[src/rtl/nibble_serial_sub_pkg.sv]
// Shared definitions for the nibble-serial subtractor: nibble width and FSM encodings.
package nibble_serial_sub_pkg;

    localparam int NIB_W = 4;

    typedef enum logic [1:0] {
        ST_IDLE = 2'd0,
        ST_RUN  = 2'd1,
        ST_DONE = 2'd2
    } state_t;

endpackage

[src/rtl/sub4_slice.sv]
// 4-bit combinational borrow-ripple subtract slice: s = x - y - bi, bo = borrow out.
module sub4_slice
    import nibble_serial_sub_pkg::*;
(
    input  logic [NIB_W-1:0] x,
    input  logic [NIB_W-1:0] y,
    input  logic             bi,
    output logic [NIB_W-1:0] s,
    output logic             bo
);

    logic [NIB_W:0] br;

    assign br[0] = bi;

    for (genvar i = 0; i < NIB_W; i++) begin : g_bit
        assign s[i]    = x[i] ^ y[i] ^ br[i];
        assign br[i+1] = (~x[i] & y[i]) | (br[i] & ~(x[i] ^ y[i]));
    end

    assign bo = br[NIB_W];

endmodule

[src/rtl/nibble_serial_sub.sv]
// Multi-word subtractor d = a - b - bin, computed one nibble per clock through a
// single 4-bit slice with the borrow carried in a flop between nibbles.
module nibble_serial_sub
    import nibble_serial_sub_pkg::*;
#(
    parameter int WIDTH = 16
) (
    input  logic             clk,
    input  logic             rst_n,
    input  logic             start,
    input  logic [WIDTH-1:0] a,
    input  logic [WIDTH-1:0] b,
    input  logic             bin,
    output logic             busy,
    output logic             done,
    output logic [WIDTH-1:0] d,
    output logic             bout,
    output logic             zero
);

    localparam int NNIB  = WIDTH / NIB_W;
    localparam int IDX_W = $clog2(NNIB);
    localparam logic [IDX_W-1:0] IDX_LAST = IDX_W'(NNIB - 1);

    state_t           state;
    logic [IDX_W-1:0] idx;
    logic             brw;
    logic [WIDTH-1:0] op_a;
    logic [WIDTH-1:0] op_b;

    logic [NIB_W-1:0] nib_x;
    logic [NIB_W-1:0] nib_y;
    logic [NIB_W-1:0] nib_s;
    logic             nib_bo;
    logic [WIDTH-1:0] d_nxt;

    assign nib_x = op_a[int'(idx)*NIB_W +: NIB_W];
    assign nib_y = op_b[int'(idx)*NIB_W +: NIB_W];

    sub4_slice u_slice (
        .x  (nib_x),
        .y  (nib_y),
        .bi (brw),
        .s  (nib_s),
        .bo (nib_bo)
    );

    // zero must see the fully assembled word, including the nibble written this edge
    always_comb begin
        d_nxt = d;
        d_nxt[int'(idx)*NIB_W +: NIB_W] = nib_s;
    end

    // Operands are data only: loaded on an accepted start, never reset.
    always_ff @(posedge clk) begin
        if (state == ST_IDLE && start) begin
            op_a <= a;
            op_b <= b;
        end
    end

    always_ff @(posedge clk or negedge rst_n) begin
        if (!rst_n) begin
            state <= ST_IDLE;
            idx   <= '0;
            brw   <= 1'b0;
            busy  <= 1'b0;
            done  <= 1'b0;
            d     <= '0;
            bout  <= 1'b0;
            zero  <= 1'b0;
        end else begin
            case (state)
                ST_IDLE: begin
                    done <= 1'b0;
                    if (start) begin
                        busy  <= 1'b1;
                        idx   <= '0;
                        brw   <= bin;
                        state <= ST_RUN;
                    end
                end
                ST_RUN: begin
                    d   <= d_nxt;
                    brw <= nib_bo;
                    if (idx == IDX_LAST) begin
                        bout  <= nib_bo;
                        zero  <= (d_nxt == '0);
                        done  <= 1'b1;
                        state <= ST_DONE;
                    end else begin
                        idx <= idx + 1'b1;
                    end
                end
                ST_DONE: begin
                    done  <= 1'b0;
                    busy  <= 1'b0;
                    state <= ST_IDLE;
                end
                default: begin
                    done  <= 1'b0;
                    busy  <= 1'b0;
                    state <= ST_IDLE;
                end
            endcase
        end
    end

endmodule
[config.mk]
export PLATFORM = sky130hd
export DESIGN_NAME = nibble_serial_sub
export DESIGN_NICKNAME = d
export VERILOG_FILES = /design/src/rtl/nibble_serial_sub_pkg.sv /design/src/rtl/sub4_slice.sv /design/src/rtl/nibble_serial_sub.sv
export SDC_FILE = /design/constraint.sdc
export NUM_CORES = 1
export LEC_CHECK = 0
export CAP_MARGIN = 20
export CORE_MARGIN = 2
export CORE_UTILIZATION = 40
export DETAILED_ROUTE_END_ITERATION = 8
export DONT_BUFFER_PORTS = 1
export GPL_TIMING_DRIVEN = 1
export PLACE_DENSITY_LB_ADDON = 0.25
export RECOVER_POWER = 50
export SYNTH_ARGS = -nofsm -noshare
export SYNTH_HDL_FRONTEND = slang
export SYNTH_SLANG_ARGS = --single-unit
[constraint.sdc]
create_clock -name clk -period 9 [get_ports clk]
set_clock_uncertainty 0.05 [all_clocks]
set_input_delay 0.9 -clock clk [delete_from_list [all_inputs] [get_ports clk]]
set_output_delay 0.9 -clock clk [all_outputs]
set_load 0.005 [all_outputs]
---- Word level (Yosys, flattened, before mapping) ----
Cells that the tools add are included.
Widths: inputs -> output; s select.
word-level totals
  input port bits ......................... 36
  register bits ........................... 57
operators by class
  equality and inequality tests ........... 5
  reduce and logical (&&, ||, !) cells .... 9
  bitwise operators ....................... 29
  multiplexer cells ....................... 13
  $add $sub $neg .......................... 2
  shift operators ......................... 4
operators by type and width
  kind                     number
  $neg 4->33               1
  $shift 4x33->16 const A  1
  $shiftx 4x33->16         1
  $shiftx 16x5->4          2
  $bwmux 16                1
  $logic_not 16->1         1
  $not 1->1                9
  $and 1x1->1              8
  $mux 2                   4
  $pmux 2 s2               2
  $reduce_and 2->1         4
  $xor 1x1->1              8
  $ne 2x2->1 const B       3
  $mux 1                   4
  $or 1x1->1               4
  $pmux 1 s2               2
  $reduce_and 3->1         1
  $add 2x1->2 const B      1
  $eq 2x1->1 const B       1
  $eq 2x2->1 const B       1
  $logic_not 2->1          1
  $reduce_bool 2->1        1
  $logic_and 1x1->1        1

---- Logic depth before layout (Yosys ltp) ----
Gate-level depths: netlist of the first run.
  depth in word-level cells ............... 13
  mapped depth ............................ 15
  mapped depth without buffers ............ 13

---- Modules after synthesis ----
A second synthesis of the first run with hierarchy kept.
second synthesis, totals
  cells, all modules ...................... 155
  area, all modules ....................... 2441.1 um^2
by module, submodules not included
  module             cells an instance  instances  sequential area each (um^2)  area each (um^2)
  nibble_serial_sub  141                1          1586.5                       2323.5
  sub4_slice         14                 1          0.0                          117.6

---- Worst setup path before layout of the first run ----
No wires, ideal clock.
  kind .................................... register to register
  from .................................... register idx[0]
  to ...................................... register zero
  slack ................................... 5.525 ns
  stages on the path, launching flop included .. 14
  path buffers ............................ 2
  data arrival time ....................... 3.301 ns
  setup time .............................. 0.124 ns
  period minus slack after synthesis ...... 3.475 ns
  cell sequence ........................... dfrtp_1 buf_2 buf_2 mux4_2 fa_1 inv_1 fa_1 inv_1 fa_1 inv_1 fa_1 o31a_1 o21ai_0 o31ai_1
between the ends
  longest elaborated chain between the ends .. 13
ends and longest elaborated chain
  what                                line                                              source
  start: declaration                  nibble_serial_sub.sv:26                           logic [IDX_W-1:0] idx;
  start signal: assignment            nibble_serial_sub.sv:92                           idx <= idx + 1'b1;
  $shiftx 16x5->4 (on tied branches)  nibble_serial_sub.sv:37, nibble_serial_sub.sv:38
  $xor 1x1->1                         sub4_slice.sv:17, sub4_slice.sv:18
  $not 1->1                           sub4_slice.sv:18                                  assign br[i+1] = (~x[i] & y[i]) | (br[i] & ~(x[i] ^ y[i]));
  $and 1x1->1                         sub4_slice.sv:18
  $or 1x1->1                          sub4_slice.sv:18
  $and 1x1->1                         sub4_slice.sv:18
  $or 1x1->1                          sub4_slice.sv:18
  $and 1x1->1                         sub4_slice.sv:18
  $or 1x1->1                          sub4_slice.sv:18
  $xor 1x1->1                         sub4_slice.sv:17                                  assign s[i] = x[i] ^ y[i] ^ br[i];
  $shiftx 4x33->16                    nibble_serial_sub.sv:51                           d_nxt[int'(idx)*NIB_W +: NIB_W] = nib_s;
  $bwmux 16                           nibble_serial_sub.sv:51
  $logic_not 16->1                    nibble_serial_sub.sv:88                           zero <= (d_nxt == '0);
  end signal: assignment              nibble_serial_sub.sv:88
  end: declaration                    nibble_serial_sub.sv:18                           output logic zero
Several ways; a longest one is shown, not always the timed one.
A chain may end at the register's enable or synchronous reset.

---- Worst setup path in the final report of the first run ----
Same ends and word-level chain as after synthesis.

==> results.yml, run 1 <==
global_routing:
  grt_use_met1: 0.1573
  grt_pass1_vias: 1485
  overflow: 0
  antenna_found_initial: 0
  grt_pass1_wl_um: 7327
  met2_usage: 0.2189
  use_met3: 0.08012
  top_usage_layer: "met2"
  grt_use_total: 0.1369
  grt_max_degree: 33
drt:
  vias: 1472
  wirelength_um: 4547
  wire_per_inst_um: 16.53
  first_iter_violations: 83
  drc_errors: 0
  vias_per_cell: 5.353
  detail-route-antenna-nets: 0
  first_pass_iters: 4
cells_and_area:
  utilization: 0.4465
  area_growth_pct: 9.804
  layout.nets: 239
  drive_gt1_frac: 0.1465
  final_cells: 275
  diodes: 0
job:
  cap_violations: 0
sta:
  setup-violations-final: 0
  fin_tns_setup_ns: 0
  final_hold_viol_count: 0
  clock.fmax_ghz: 0.2683
  final_max_slew_viol_count: 0
  post-route-period-util: 0.4141
  tightestPinTransition_ns: 1.379
  hold_ws_ns: 0.2014
  rsz0062_at_grt: "false"
  layout_setup_ws_ns: 5.273
  finalCriticalPeriod_ns: 3.727
  relSlewSlack: 0.08085
clocking:
  cts_resized: 0
  root_buffer: "clkbuf_8"
  clock_latency_ns: 0.34
  post_cts_buffers: 0
  cts_tree: "built"
  cts_buffers: 9
  clk_pin_slew_worst_paths_ns: 0.07
  postCtsHoldBufs: 0
  clock_tree.buffer_depth: 2
  cts_num_sinks: 57
  htree_levels: 3
setup_path:
  crit_chain: "mux4_2, fa_1, inv_1, fa_1, inv_1, fa_1, inv_1, fa_1, o31a_1, o21ai_0, o31ai_1"
  cpMostUsedCell: "fa_1"
  cpPeakStageDelay_ns: 0.91
  r2r_start: "idx[0]$_DFFE_PN0P_"
  critPathKind: "flop to flop"
  rrSetupSlack_ns: 5.27
  startpoint: "idx[0]$_DFFE_PN0P_"
  setup.worst_path.end_class: "flop"
  arrival_ns: 3.90
  cpMaxStageDelayCell: "dfrtp_1"
  crit_path_max_fanout: 22
  worst_ep_required_time_ns: 9.17
  crit_path_start_kind: "flop"
yosys:
  synth_cells: 187
  async_reset_ff_frac: 0.4386
  syn_area_um2: 2552
  synth-edff-count: 32
  synth-warning-count: 0
  synth_seq_cells: 57
  synth_cell_type_count: 37
  syn-num-nets: 233
  ys_seq_area_frac: 0.6216
  ys.flop_type: "edfxtp_1"
  syn_area_per_cell_um2: 13.65
power_and_ir_drop:
  leakagePower_nw: 1.104
  ir_drop_mv: 0.1504
  p_per_area_nw_per_um2: 382.0
die:
  ios: 56
  start_util: 0.4066
  dieArea_um2: 7036
  die_x_um: 83.88
  die_h_um: 83.88
  num_rows: 29
  core_um2: 6277
placement:
  placed_cells: 258
  dpl.hpwl_um: 3414
  pre_cts_slack_ns: 5.250
  place_congestion: 0.8415
  port_buffers: 0
worst_hold_path:
  min_path_type: "input pin to asynchronous set/reset pin"
outcome:
  status: "finished, final reports clean"
==> layout by cell type, fill, tap and decap left out, types with 3 or more instances in the layout <==
cell type | Yosys | routed
a22o_1 | 7 | 7
o21ai_0 | 17 | 17
nor2_1 | 7 | 7
clkbuf_8 | 0 | 9
ha_1 | 6 | 6
nor3_1 | 4 | 4
nand2_1 | 19 | 19
dfrtp_1 | 25 | 25
edfxtp_1 | 32 | 32
a31oi_1 | 3 | 3
inv_1 | 17 | 17
mux4_2 | 8 | 8
nor2b_1 | 4 | 4
nor3b_1 | 3 | 3
fa_1 | 4 | 4
==> metal layers <==
layer / wire length [µm] / part of all wire
met4: 48 / 0.011
met1: 1884 / 0.41
met3: 413 / 0.091
met5: 0 / 0
met2: 2201 / 0.48
==> synth_stat cells, types with 2 or more instances <==
cell type | count | area [µm²]
edfxtp_1 | 32 | 960.9
or4b_1 | 2 | 20.02
dfrtp_1 | 25 | 625.6
a31oi_1 | 3 | 18.77
a22o_1 | 7 | 61.31
nor2_1 | 7 | 26.28
mux4_2 | 8 | 180.2
mux2_2 | 2 | 22.52
nand2_1 | 19 | 71.32
nor4bb_1 | 2 | 20.02
inv_1 | 17 | 63.81
ha_1 | 6 | 75.07
fa_1 | 4 | 80.08
nand2b_1 | 2 | 12.51
buf_2 | 2 | 10.01
nor3b_1 | 3 | 22.52
o21ai_0 | 17 | 85.08
nor2b_1 | 4 | 25.02
clkbuf_1 | 3 | 11.26
nor3_1 | 4 | 20.02
a21oi_1 | 2 | 10.01
==> critical path: cells and delay by family, from the launching register on <==
kind / cells / cell delay [ns]
fa+ha+maj: 4 / 1.34
flops: 1 / 0.91
mux: 1 / 0.61
compound gates: 3 / 0.52
buf+inv: 3 / 0.20
==> stage by stage <==
step                instance area (µm²)  power [mW]
floorplan                          2552      0.7565
global placement                   2620      0.8633
detailed placement                 2620      0.8773
CTS                                2799       1.087
global route                       2803       1.160
finish                             2803       1.071
==> cell type report <==
| cell class | count | area, µm² |
|---|---|---|
| clock inverters | 7 | 55.05 |
| well taps | 77 | 96.34 |
| fillers | 584 | 3475 |
| repair buffers | 1 | 3.754 |
| inverters | 17 | 63.81 |
| flip-flops and latches | 57 | 1587 |
| clock buffers | 9 | 123.9 |
| multi-input cells | 107 | 873.3 |
==> logic make-up after synthesis <==
logic type      count (synthesis)  share of synthesized area
fa+ha+maj                      10                    0.06078
compound gates                 36                    0.09216
simple gates                   51                     0.1098
buf+inv                        23                    0.03627
mux                            10                    0.07941
flops                          57                     0.6216
==> state kept, by name, summed over array words and instances, names as in the netlist <==
name,cells
op_b,16
brw,1
state,2
busy,1
d,16
zero,1
op_a,16
bout,1
done,1
idx,2
==> where the power goes <==
part	leakage [nW]	internal, mW	switching, mW
Combinational	0.390	0.179	0.254
Sequential	0.627	0.357	0.0720
Clock	0.0862	0.102	0.106
==> final timing paths <==
kind / endpoint / depth (start not counted)
worst max-delay path: zero$_DFFE_PN0P_ / 11
worst min-delay path: d[0]$_DFFE_PN0P_ / 0
worst max register to register: zero$_DFFE_PN0P_ / 11
worst min register to register: done$_DFFE_PN0P_ / 2
max in group asynchronous: d[12]$_DFFE_PN0P_ / 0
min in group clk: done$_DFFE_PN0P_ / 2
Note: power is estimated with default switching activity, not from simulation.
==> run 2: changes to the inputs <==
Clock period 9 ns to 3.8 ns, I/O delays scaled along.
==> run 2 against run 1 <==
Clock power rose to 2.9 times the previous value. Sequential share of layout area down 2.0 points. Fmax is 13% higher. Count of clock-buffer cells in the layout stayed put. Critical path depth grew 3. Non-clock buffer count up 5. Die area unchanged. Largest power group unchanged.
==> results.yml, run 2 (synthesis gave the netlist of run 1 again) <==
sta:
  layout_setup_ws_ns: 0.5023
  setup-violations-final: 0
  fin_tns_setup_ns: 0
  final_max_slew_viol_count: 0
  post-route-period-util: 0.8678
  tightestPinTransition_ns: 1.344
  rsz0062_at_grt: "false"
  final_hold_viol_count: 0
  relSlewSlack: 0.1040
  clock.fmax_ghz: 0.3032
  finalCriticalPeriod_ns: 3.298
clocking:
  clock_tree.buffer_depth: 2
  cts_buffers: 9
  cts_tree: "built"
  postCtsHoldBufs: 2
  post_cts_buffers: 0
  cts_num_sinks: 57
  cts_resized: 0
  root_buffer: "clkbuf_8"
  clock_latency_ns: 0.33
  clk_pin_slew_worst_paths_ns: 0.07
  htree_levels: 3
setup_path:
  worst_ep_required_time_ns: 3.99
  cpMostUsedCell: "inv_1"
  critPathKind: "flop to flop"
  cpPeakStageDelay_ns: 0.55
  crit_chain: "buf_4, mux4_2, inv_1, fa_1, inv_1, fa_1, inv_1, fa_1, inv_1, fa_1, inv_1, nor2_1, o21ai_0, o31ai_1"
  setup.worst_path.end_class: "flop"
  crit_path_start_kind: "flop"
  cpMaxStageDelayCell: "mux4_2"
  arrival_ns: 3.49
  crit_family: "adder cells"
  critical_path_buf_inv_count: 6
  crit_path_max_fanout: 21
cells_and_area:
  most-common-layout-cells: "edfxtp_1 (32), dfrtp_1 (25), nand2_1 (19), inv_1 (17), o21ai_0 (17)"
  layout.nets: 244
  reg_top3: "d (16), op_a (16), op_b (16)"
  layout_commonest_cell: "edfxtp_1"
  fin_area_um2: 2903
  diodes: 0
  drive_gt1_frac: 0.1626
  area_growth_pct: 13.73
  utilization: 0.4624
drt:
  vias: 1534
  wire_per_inst_um: 17.52
  drc_errors: 0
  detail-route-antenna-nets: 0
  vias_per_cell: 5.479
  first_pass_iters: 4
  first_iter_violations: 83
  wirelength_um: 4906
power_and_ir_drop:
  pwr-share-clk: 0.225
  p_int_mw: 1.677
  seq_power_share: 0.355
  leakagePower_nw: 1.158
  ir_drop_mv: 0.3962
  switching_power_mw: 1.040
  swShare: 0.3829
  p_comb_frac: 0.419
  p_per_area_nw_per_um2: 935.9
global_routing:
  grt_pass1_wl_um: 7866
  grt_pass1_vias: 1615
  grt_use_total: 0.1495
  grt_max_degree: 33
  overflow: 0
  antenna_found_initial: 0
die:
  die_h_um: 83.88
  start_util: 0.4066
  num_rows: 29
  core_um2: 6277
  dieArea_um2: 7036
  ios: 56
  die_x_um: 83.88
worst_hold_path:
  min_path_type: "input pin to flop"
placement:
  place_congestion: 0.8035
  placed_cell_area_um2: 2643
  port_buffers: 0
  dpl.hpwl_um: 3663
  pre_cts_slack_ns: 0.5190
job:
  cap_violations: 0
outcome:
  status: "finished, final reports clean"
-- run 2: path summary, 6_finish.rpt --
path | startpoint | end | slack, ns | cells past startpoint
setup / recovery | idx[0]$_DFFE_PN0P_ | zero$_DFFE_PN0P_ | 0.50 | 14
hold / removal | a[9] | op_a[9]$_DFFE_PP_ | 0.09 | 0
setup reg to reg | idx[0]$_DFFE_PN0P_ | zero$_DFFE_PN0P_ | 0.50 | 14
hold reg to reg | done$_DFFE_PN0P_ | done$_DFFE_PN0P_ | 0.47 | 2
max in group asynchronous | rst_n | idx[1]$_DFFE_PN0P_ | 2.08 | 2
min in group asynchronous | rst_n | d[8]$_DFFE_PN0P_ | 0.83 | 2
-- run 2: per-stage QoR --
step / cells / total power [mW] / hold WS, ns
floorplan: 187 / 1.792 / 0.03441
global placement: 261 / 2.091 / 0.03518
detailed placement: 261 / 2.108 / 0.03511
CTS: 279 / 2.739 / 0.06704
global route: 280 / 2.913 / 0.05887
finish: 280 / 2.717 / 0.08563
-- run 2: power by group through the flow --
| stage | Sequential (mW) | Combinational, mW | Clock, mW |
|---|---|---|---|
| 3_3_place_gp | 0.979 | 1.11 | 0 |
| 3_5_place_dp | 0.986 | 1.12 | 0 |
| 5_1_grt | 0.988 | 1.27 | 0.657 |
| 4_1_cts | 0.975 | 1.13 | 0.629 |
| 2_1_floorplan | 0.941 | 0.851 | 0 |
| 6_report | 0.965 | 1.14 | 0.612 |
-- run 2: layout make-up --
type	count	area, µm²
Fill cell	587	3374
Sequential cell	57	1587
Multi-Input combinational cell	107	873.3
Clock buffer	9	123.9
Tap cell	77	96.34
Clock inverter	7	95.09
Timing Repair Buffer	6	63.81
Inverter	17	63.81
-- run 2: metal layers --
layer | part of all wire | global-route usage | wire [µm]
met1 | 0.40 | 0.1683 | 1978
met2 | 0.49 | 0.2385 | 2416
met3 | 0.083 | 0.07418 | 409
met4 | 0.021 | 0.06891 | 101
met5 | 0 | 0 | 0
-- run 2: worst register-to-register path, delay by kind of cell (launching register included) --
kind / cells / cell delay [ns]
adder cells (fa/ha/maj): 4 / 1.21
buffers and inverters: 6 / 0.65
AO/OA/AOI/OAI: 2 / 0.31
multiplexers: 1 / 0.55
AND/OR/NAND/NOR: 1 / 0.08
flip-flops: 1 / 0.37
